<file path="src/rtl/hilo_div_ctrl.sv">
// HI/LO divide sequencer: radix-2 restoring divider with one quotient bit per cycle.
// It stalls the front of the pipeline while it runs and returns {HI=remainder, LO=quotient}.
module hilo_div_ctrl #(
   parameter int WIDTH = 32
) (
   input  logic               clk,
   input  logic               rst,
   input  logic               startE,
   input  logic               signed_divE,
   input  logic               annulE,
   input  logic [WIDTH-1:0]   opaE,
   input  logic [WIDTH-1:0]   opbE,
   output logic               stall_divE,
   output logic               readyE,
   output logic [2*WIDTH-1:0] resultE,
   output logic               busyE
);

   typedef enum logic [1:0] {
      IDLE  = 2'd0,
      DZERO = 2'd1,
      RUN   = 2'd2,
      DONE  = 2'd3
   } state_t;

   state_t             state_q, state_d;
   logic [5:0]         cnt_q, cnt_d;
   logic [2*WIDTH-1:0] rem_q, rem_d;
   logic [WIDTH-1:0]   bmag_q, bmag_d;
   logic               negq_q, negq_d;
   logic               negr_q, negr_d;
   logic [2*WIDTH-1:0] res_q, res_d;
   logic               stall;

   logic               start_ok;
   logic [WIDTH-1:0]   amag, bmag;
   logic [WIDTH:0]     top, trial;
   logic [WIDTH-1:0]   quo, rmd;

   assign start_ok = startE & ~annulE;
   assign amag     = (signed_divE & opaE[WIDTH-1]) ? -opaE : opaE;
   assign bmag     = (signed_divE & opbE[WIDTH-1]) ? -opbE : opbE;

   // Remainder half shifted left with the next dividend bit; the trial borrow sits in bit WIDTH.
   assign top   = rem_q[2*WIDTH-1:WIDTH-1];
   assign trial = top - {1'b0, bmag_q};

   always_comb begin
      state_d = state_q;
      cnt_d   = cnt_q;
      rem_d   = rem_q;
      bmag_d  = bmag_q;
      negq_d  = negq_q;
      negr_d  = negr_q;
      stall   = 1'b0;
      case (state_q)
         IDLE: begin
            if (start_ok) begin
               stall   = 1'b1;
               state_d = (opbE == '0) ? DZERO : RUN;
               cnt_d   = '0;
               rem_d   = {{WIDTH{1'b0}}, amag};
               bmag_d  = bmag;
               negq_d  = signed_divE & (opaE[WIDTH-1] ^ opbE[WIDTH-1]);
               negr_d  = signed_divE & opaE[WIDTH-1];
            end
         end
         DZERO: begin
            stall = 1'b1;
            if (annulE) begin
               state_d = IDLE;
            end else begin
               // HI re-signs |opa| back to the original dividend; LO is forced to all ones.
               state_d = DONE;
               rem_d   = {rem_q[WIDTH-1:0], {WIDTH{1'b1}}};
               negq_d  = 1'b0;
            end
         end
         RUN: begin
            stall = 1'b1;
            if (annulE) begin
               state_d = IDLE;
            end else begin
               if (!trial[WIDTH]) begin
                  rem_d = {trial[WIDTH-1:0], rem_q[WIDTH-2:0], 1'b1};
               end else begin
                  rem_d = {top[WIDTH-1:0], rem_q[WIDTH-2:0], 1'b0};
               end
               cnt_d = cnt_q + 6'd1;
               if (cnt_q == 6'(WIDTH - 1)) begin
                  state_d = DONE;
               end
            end
         end
         DONE: begin
            state_d = IDLE;
         end
         default: begin
            state_d = IDLE;
         end
      endcase
   end

   assign quo   = rem_d[WIDTH-1:0];
   assign rmd   = rem_d[2*WIDTH-1:WIDTH];
   // The result register loads on entry to DONE so it is valid during the ready cycle.
   assign res_d = (state_d == DONE) ? {(negr_d ? -rmd : rmd), (negq_d ? -quo : quo)} : res_q;

   always_ff @(posedge clk or negedge rst) begin
      if (!rst) begin
         state_q <= IDLE;
         cnt_q   <= '0;
         rem_q   <= '0;
         bmag_q  <= '0;
         negq_q  <= 1'b0;
         negr_q  <= 1'b0;
         res_q   <= '0;
      end else begin
         state_q <= state_d;
         cnt_q   <= cnt_d;
         rem_q   <= rem_d;
         bmag_q  <= bmag_d;
         negq_q  <= negq_d;
         negr_q  <= negr_d;
         res_q   <= res_d;
      end
   end

   assign stall_divE = stall & rst;
   assign readyE     = (state_q == DONE);
   assign busyE      = (state_q != IDLE);
   assign resultE    = res_q;

endmodule

</file>
<file path="config.mk">
export PLATFORM = sky130hd
export DESIGN_NAME = hilo_div_ctrl
export DESIGN_NICKNAME = d
export VERILOG_FILES = /design/src/rtl/hilo_div_ctrl.sv
export SDC_FILE = /design/constraint.sdc
export NUM_CORES = 1
export LEC_CHECK = 0
export BUFFER_PORTS_ARGS = -buffer_cell sky130_fd_sc_hd__buf_2
export CORE_MARGIN = 2
export CORE_UTILIZATION = 40
export DETAILED_ROUTE_END_ITERATION = 7
export GPL_ROUTABILITY_DRIVEN = 0
export SYNTH_ARGS = -nofsm -noshare
export SYNTH_HDL_FRONTEND = slang
export SYNTH_SLANG_ARGS = --single-unit
</file>
<file path="constraint.sdc">
create_clock -name clk -period 14.5 [get_ports clk]
set_input_delay 2.9 -clock clk [delete_from_list [all_inputs] [get_ports clk]]
set_output_delay 2.9 -clock clk [all_outputs]
set_load 0.02 [all_outputs]
</file>
==> results of run 1 <==
[power groups by stage]
stage	combinational, mW	sequential (mW)	clock [mW]
global placement	2.35	0.852	0
finish	2.41	0.850	0.481
global route	2.67	0.868	0.504
floorplan	1.67	0.872	0
CTS	2.38	0.847	0.489
detailed placement	2.37	0.854	0
[per-stage QoR]
step | setup WS (ps) | power (mW)
3_3_place_gp | 7261 | 3.199
2_1_floorplan | 7461 | 2.540
6_report | 7203 | 3.742
5_1_grt | 7077 | 4.047
4_1_cts | 7219 | 3.720
3_5_place_dp | 7237 | 3.226
[logic make-up after synthesis]
group	count (synthesis)	synth area share
simple gates	551	0.2020
compound gates	541	0.2649
buf+inv	175	0.05271
flops	170	0.3331
xor+xnor	140	0.09602
fa+ha+maj	42	0.04174
mux	12	0.009407
[cells in the mapped netlist (23+ instances only)]
| cell | count |
|---|---|
| sky130_fd_sc_hd__a22o_1 | 23 |
| sky130_fd_sc_hd__ha_1 | 41 |
| sky130_fd_sc_hd__clkbuf_1 | 81 |
| sky130_fd_sc_hd__nand3_1 | 46 |
| sky130_fd_sc_hd__nor2_1 | 119 |
| sky130_fd_sc_hd__inv_1 | 82 |
| sky130_fd_sc_hd__nand2_1 | 219 |
| sky130_fd_sc_hd__o21ai_0 | 189 |
| sky130_fd_sc_hd__xnor2_1 | 82 |
| sky130_fd_sc_hd__a21oi_1 | 121 |
| sky130_fd_sc_hd__a31oi_1 | 32 |
| sky130_fd_sc_hd__nor3_1 | 36 |
| sky130_fd_sc_hd__dfrtp_1 | 170 |
| sky130_fd_sc_hd__xor2_1 | 58 |
[worst max-delay path, delay by kind of cell]
| kind | cells | cell delay [ps] |
|---|---|---|
| AO/OA/AOI/OAI | 1 | 220 |
| buffers and inverters | 3 | 730 |
| AND/OR/NAND/NOR | 2 | 520 |
[sequential cells by signal (all words and copies together) (netlist names)]
signal	count
state_q	2
bmag_q	32
cnt_q	6
negr_q	1
rem_q	64
negq_q	1
resultE	64
[cells in the final DEF, fill, tap and decap left out, types with 22 or more instances in the layout]
master and instances:
sky130_fd_sc_hd__buf_2 134, sky130_fd_sc_hd__dfrtp_1 170, sky130_fd_sc_hd__xor2_1 58, sky130_fd_sc_hd__a21oi_1 121, sky130_fd_sc_hd__nor2_1 119, sky130_fd_sc_hd__xnor2_1 82
sky130_fd_sc_hd__nand2_1 218, sky130_fd_sc_hd__a22o_1 23, sky130_fd_sc_hd__buf_4 22, sky130_fd_sc_hd__a31oi_1 32, sky130_fd_sc_hd__nand3_1 46, sky130_fd_sc_hd__nor3_1 36
sky130_fd_sc_hd__ha_1 41, sky130_fd_sc_hd__o21ai_0 189, sky130_fd_sc_hd__inv_1 82
[layout make-up]
cell class              count  area (µm²)  area share
multi-input cells        1286        7856      0.5465
flip-flops and latches    170        4254      0.2959
repair buffers            157       847.1     0.05892
well taps                 402       503.0     0.03499
clock buffers              18       439.2     0.03055
inverters                  85       319.1     0.02219
clock inverters            14       157.7     0.01097
[per-layer routing]
layer,vias up,wire length (µm)
li1,6031,-
met1,6000,18410
met3,70,2731
met2,466,19270
met4,0,910
met5,-,0
[worst max path at each step]
stage | startpoint | end | depth (start not counted)
3_3_place_gp | annulE | stall_divE | 6
6_report | annulE | stall_divE | 6
3_5_place_dp | annulE | stall_divE | 6
4_1_cts | annulE | stall_divE | 6
2_1_floorplan | annulE | stall_divE | 6
5_1_grt | annulE | stall_divE | 6
==> results.json, run 1 <==
{
  "outcome": "complete, no violations",
  "power_frac_seq": 0.227,
  "most_used_cell_along_the_critical_path": "sky130_fd_sc_hd__buf_2",
  "fraction_of_power_consumed_by_combinational_cells": 0.644,
  "route.antenna.remaining_nets": 0,
  "hold-path-endpoint": "resultE[46]",
  "synthesized_netlist_net_count": 1742,
  "power-per-cell-area_nw_per_um2": 260.3,
  "area_growth_syn_to_layout_pct": 12.58,
  "avgViaCountPerCell": 5.894,
  "cts_root_buf": "sky130_fd_sc_hd__clkbuf_16",
  "numClockSinks": 170,
  "synthTopCellsByArea": "sky130_fd_sc_hd__dfrtp_1 (33%), sky130_fd_sc_hd__o21ai_0 (7.4%), sky130_fd_sc_hd__nand2_1 (6.4%), sky130_fd_sc_hd__xnor2_1 (5.6%), sky130_fd_sc_hd__a21oi_1 (4.7%)",
  "netSwitchingPower_mw": 1.973,
  "post_synth.cell_area_avg_um2": 7.829,
  "cts_setup_buffers": 0,
  "die_span_in_x_um": 182.7,
  "clk-insertion-delay-late_ps": 450,
  "critical_path_class": "input port to output pin",
  "r2r_setup_slack_ps": 7980,
  "path_cells": "buf_2 -> buf_4 -> nand2b_1 -> nor2_1 -> o211a_1 -> buf_2",
  "synth_sequential_area_ratio": 0.3331,
  "setup_viol": 0,
  "crit_arrival_ps": 4400,
  "share_of_synthesized_flip_flops_with_an_asynchronous_set_or_reset": 1.000,
  "place_area_um2": 13780,
  "max_cap_viol_count": 0,
  "final_area_um2": 14380,
  "ctsHoldBuffers": 0,
  "top_achievable_clock_speed_ghz": 0.1370,
  "final-instance-count-excl-fill": 2132,
  "tritoncts.num_buffers": 17,
  "clock_power_share": 0.129,
  "syn-instance-count": 1631,
  "synth-warning-count": 0,
  "std_cell_rows": 65,
  "grt_pass1_wl_um": 65310,
  "initialDrtViolationCount": 1148,
  "postSynth.topFlopCell": "sky130_fd_sc_hd__dfrtp_1",
  "holdCritStartpoint": "resultE[46]",
  "post_cts.resized_instances": 0,
  "floorplan.core_area_um2": 31470,
  "fin_worst_hold_slack_ps": 472.3,
  "worst_hold_path_type": "flip-flop to flip-flop",
  "cts_buffer_depth": 2,
  "synth_edf_count": 0,
  "io_pins": 136,
  "drc": 0,
  "tritoncts": "built",
  "totalWireLength_um": 41320,
  "timing.slew.headroom": 0.2081,
  "globalRouteMet1Util": 0.3467,
  "drt_pass1_iterations": 8,
  "setup-tns-final_ps": 0,
  "clock-skew-final_ps": 14.37,
  "gr-usage-all-layers": 0.2483,
  "worst-slew-pin-transition_ps": 1179,
  "report.final.slew_viol_count": 0,
  "layout.nets": 1828,
  "period_needed_ps": 7297,
  "power.share.switching": 0.5273,
  "hold_depth": 2,
  "antenna_found_initial": 0,
  "startpoint_type": "input port",
  "grt_remaining_overflow": 0,
  "fp.dieArea_um2": 33370,
  "post_synth_num_cell_types": 81,
  "cts-htree-levels": 4,
  "required_ps": 11600,
  "dpl.cell_count": 2100,
  "end_kind": "output pin",
  "p_leak_nw": 6.493,
  "rsz_0062_raised_after_global_routing": "no",
  "p_int_mw": 1.769,
  "fillers": 3193,
  "crit_path_max_fanout": 63,
  "use_met3": 0.03812,
  "yosys_register_bits": 170,
  "wl_per_cell_um": 19.38,
  "place.detailed.hpwl_um": 31550,
  "via_count_of_the_first_global_routing_pass": 11730,
  "drive_gt1_frac": 0.1272,
  "pin_count_of_the_biggest_net_entering_global_routing": 113,
  "cpMaxStageDelayCell": "sky130_fd_sc_hd__buf_4",
  "grt_busiest_layer": "met2",
  "critical_path.reg2reg.endpoint": "resultE[26]",
  "post-synth-top-area-fraction": 0.3331,
  "timing.critical_path.slowest_cell_delay_ps": 490,
  "synth_top_cell_by_area": "sky130_fd_sc_hd__dfrtp_1",
  "worstReg2RegStart": "rem_q[31]",
  "initial_core_util": 0.4057,
  "clk_transition_reported_paths_ps": 70,
  "via_count": 12570,
  "min_period_over_period": 0.5032,
  "timing.final.hold_violations": 0,
  "diodes": 0,
  "place.port_buffers": 135,
  "post-route-util": 0.4568,
  "synth.cell_area_um2": 12770,
  "ir_drop_uv": 121.5,
  "chipHeight_um": 182.7,
  "globalRouteMet2Util": 0.4006,
  "r2r.worst_path.cells": 21
}
Note: power is estimated with default switching activity, not from simulation.
==> run 2, diff against run 1 <==
==> constraint.sdc (replaced) <==
create_clock -name clk -period 7.6 [get_ports clk]
set_input_delay 1.52 -clock clk [delete_from_list [all_inputs] [get_ports clk]]
set_output_delay 1.52 -clock clk [all_outputs]
set_load 0.02 [all_outputs]
==> results.json, run 2 (synthesized netlist as in run 1, its figures left out) <==
{
  "outcome": "complete, no violations",
  "cts-htree-levels": 4,
  "drt_pass1_iterations": 7,
  "timing.final.hold_violations": 0,
  "seqCellArea_um2": 4254,
  "clk_transition_reported_paths_ps": 70,
  "layout.cells.most_common": "sky130_fd_sc_hd__nand2_1",
  "p_leak_nw": 6.500,
  "timing.critical_path.slowest_cell_delay_ps": 720,
  "max_cap_viol_count": 0,
  "worst_hold_path_type": "flip-flop to flip-flop",
  "via_count_of_the_first_global_routing_pass": 12140,
  "place.port_buffers": 135,
  "top_achievable_clock_speed_ghz": 0.1651,
  "period_needed_ps": 6057,
  "initial_core_util": 0.4057,
  "post-route-util": 0.4567,
  "required_ps": 7910,
  "cts_setup_buffers": 0,
  "min_period_over_period": 0.7970,
  "wl_per_cell_um": 19.71,
  "startpoint_type": "flip-flop",
  "layout.nets": 1832,
  "timing.slew.headroom": 0.2172,
  "worst-slew-pin-transition_ps": 1165,
  "total_area_of_multi_input_combinational_cells_um2": 7856,
  "cts_root_buf": "sky130_fd_sc_hd__clkbuf_16",
  "route.antenna.remaining_nets": 0,
  "crit_path_max_fanout": 11,
  "numClockSinks": 170,
  "fillers": 3220,
  "drc": 0,
  "totalWireLength_um": 42100,
  "drive_gt1_frac": 0.1286,
  "via_count": 12640,
  "pin_count_of_the_biggest_net_entering_global_routing": 81,
  "grt_remaining_overflow": 0,
  "clk-insertion-delay-late_ps": 450,
  "tritoncts": "built",
  "io_pins": 136,
  "tritoncts.num_buffers": 17,
  "grt_pass1_wl_um": 66960,
  "path_cells": "inv_1 -> ha_1 -> fa_1 -> nand2b_1 -> a21oi_2 -> o211ai_2 -> a2111o_1 -> a21o_1 -> a21oi_1 -> nor2_1 -> a21oi_1 -> o21ai_0 -> a22o_1 -> inv_1 -> ha_1 -> nand3_1 -> nor2b_1 -> nand3_1 -> o31ai_1 -> xor2_1 -> o21ai_0",
  "cpMaxStageDelayCell": "sky130_fd_sc_hd__a21oi_1",
  "rsz_0062_raised_after_global_routing": "no",
  "floorplan.core_area_um2": 31470,
  "diodes": 0,
  "fp.dieArea_um2": 33370,
  "layout_common_cells": "sky130_fd_sc_hd__nand2_1 (218), sky130_fd_sc_hd__o21ai_0 (189), sky130_fd_sc_hd__dfrtp_1 (170)",
  "initialDrtViolationCount": 1114,
  "cts_buffer_depth": 2,
  "chipHeight_um": 182.7,
  "std_cell_rows": 65,
  "place.detailed.hpwl_um": 31940,
  "setup-tns-final_ps": 0,
  "ctsHoldBuffers": 0,
  "power-per-cell-area_nw_per_um2": 495.0,
  "report.final.slew_viol_count": 0,
  "ir_drop_uv": 195.0,
  "critical_path_class": "flip-flop to flip-flop",
  "gr-usage-all-layers": 0.2542,
  "crit_arrival_ps": 6370,
  "clock-skew-final_ps": 15.15,
  "die_span_in_x_um": 182.7,
  "antenna_found_initial": 0,
  "avgViaCountPerCell": 5.919,
  "setup_viol": 0,
  "area_growth_syn_to_layout_pct": 12.57,
  "post_cts.resized_instances": 0,
  "end_kind": "flip-flop"
}
-- run 2: worst max-delay path: cells and delay by family (launching register included) --
family	cells	cell delay, ps
DFF	1	460
and+or+nand+nor	5	1450
adders and majority gates	3	780
buffers and inverters	2	170
xor gates and xnor gates	1	160
AOI/OAI and AO/OA	10	2900
-- run 2: path summary, 6_finish.rpt --
check | from | end | cells after the start | slack (ps)
max in group asynchronous | rst | rem_q[32] | 3 | 4600
min in group asynchronous | rst | bmag_q[5] | 1 | 980
setup / recovery | rem_q[31] | resultE[26] | 21 | 1540
setup reg to reg | rem_q[31] | resultE[26] | 21 | 1540
hold reg to reg | resultE[58] | resultE[58] | 2 | 470
hold / removal | resultE[58] | resultE[58] | 2 | 470
-- run 2: layout make-up --
type	count	share of cell area
Tap cell	402	0.03499
Clock buffer	18	0.02985
Multi-Input combinational cell	1286	0.5465
Clock inverter	14	0.009487
Sequential cell	170	0.2959
Timing Repair Buffer	161	0.06102
Inverter	85	0.02220
-- run 2: stage by stage --
stage / power, mW / setup WS (ps) / hold WS [ps] / std cells / cell area, µm²
after floorplan: 4.847 / 2823 / 449.8 / 1631 / 12770
after global placement: 6.132 / 1761 / 458.9 / 2104 / 13810
after detailed placement: 6.174 / 1676 / 464.5 / 2104 / 13810
after CTS: 7.070 / 1668 / 480.4 / 2136 / 14380
after global routing: 7.712 / 1086 / 500.2 / 2136 / 14380
final: 7.116 / 1543 / 473.0 / 2136 / 14380
-- run 2: where the power goes --
group / internal, mW / switching (mW) / total [mW]
Clock: 0.459 / 0.413 / 0.872
Combinational: 1.59 / 3.03 / 4.63
Sequential: 1.29 / 0.329 / 1.62
-- run 2: metal layers --
metal	GRT usage	vias to the layer above	wire length, µm
li1	-	6032	-
met1	0.3365	6003	18330
met2	0.4050	514	19290
met3	0.05388	94	2957
met4	0.1023	0	1523
met5	0	-	0
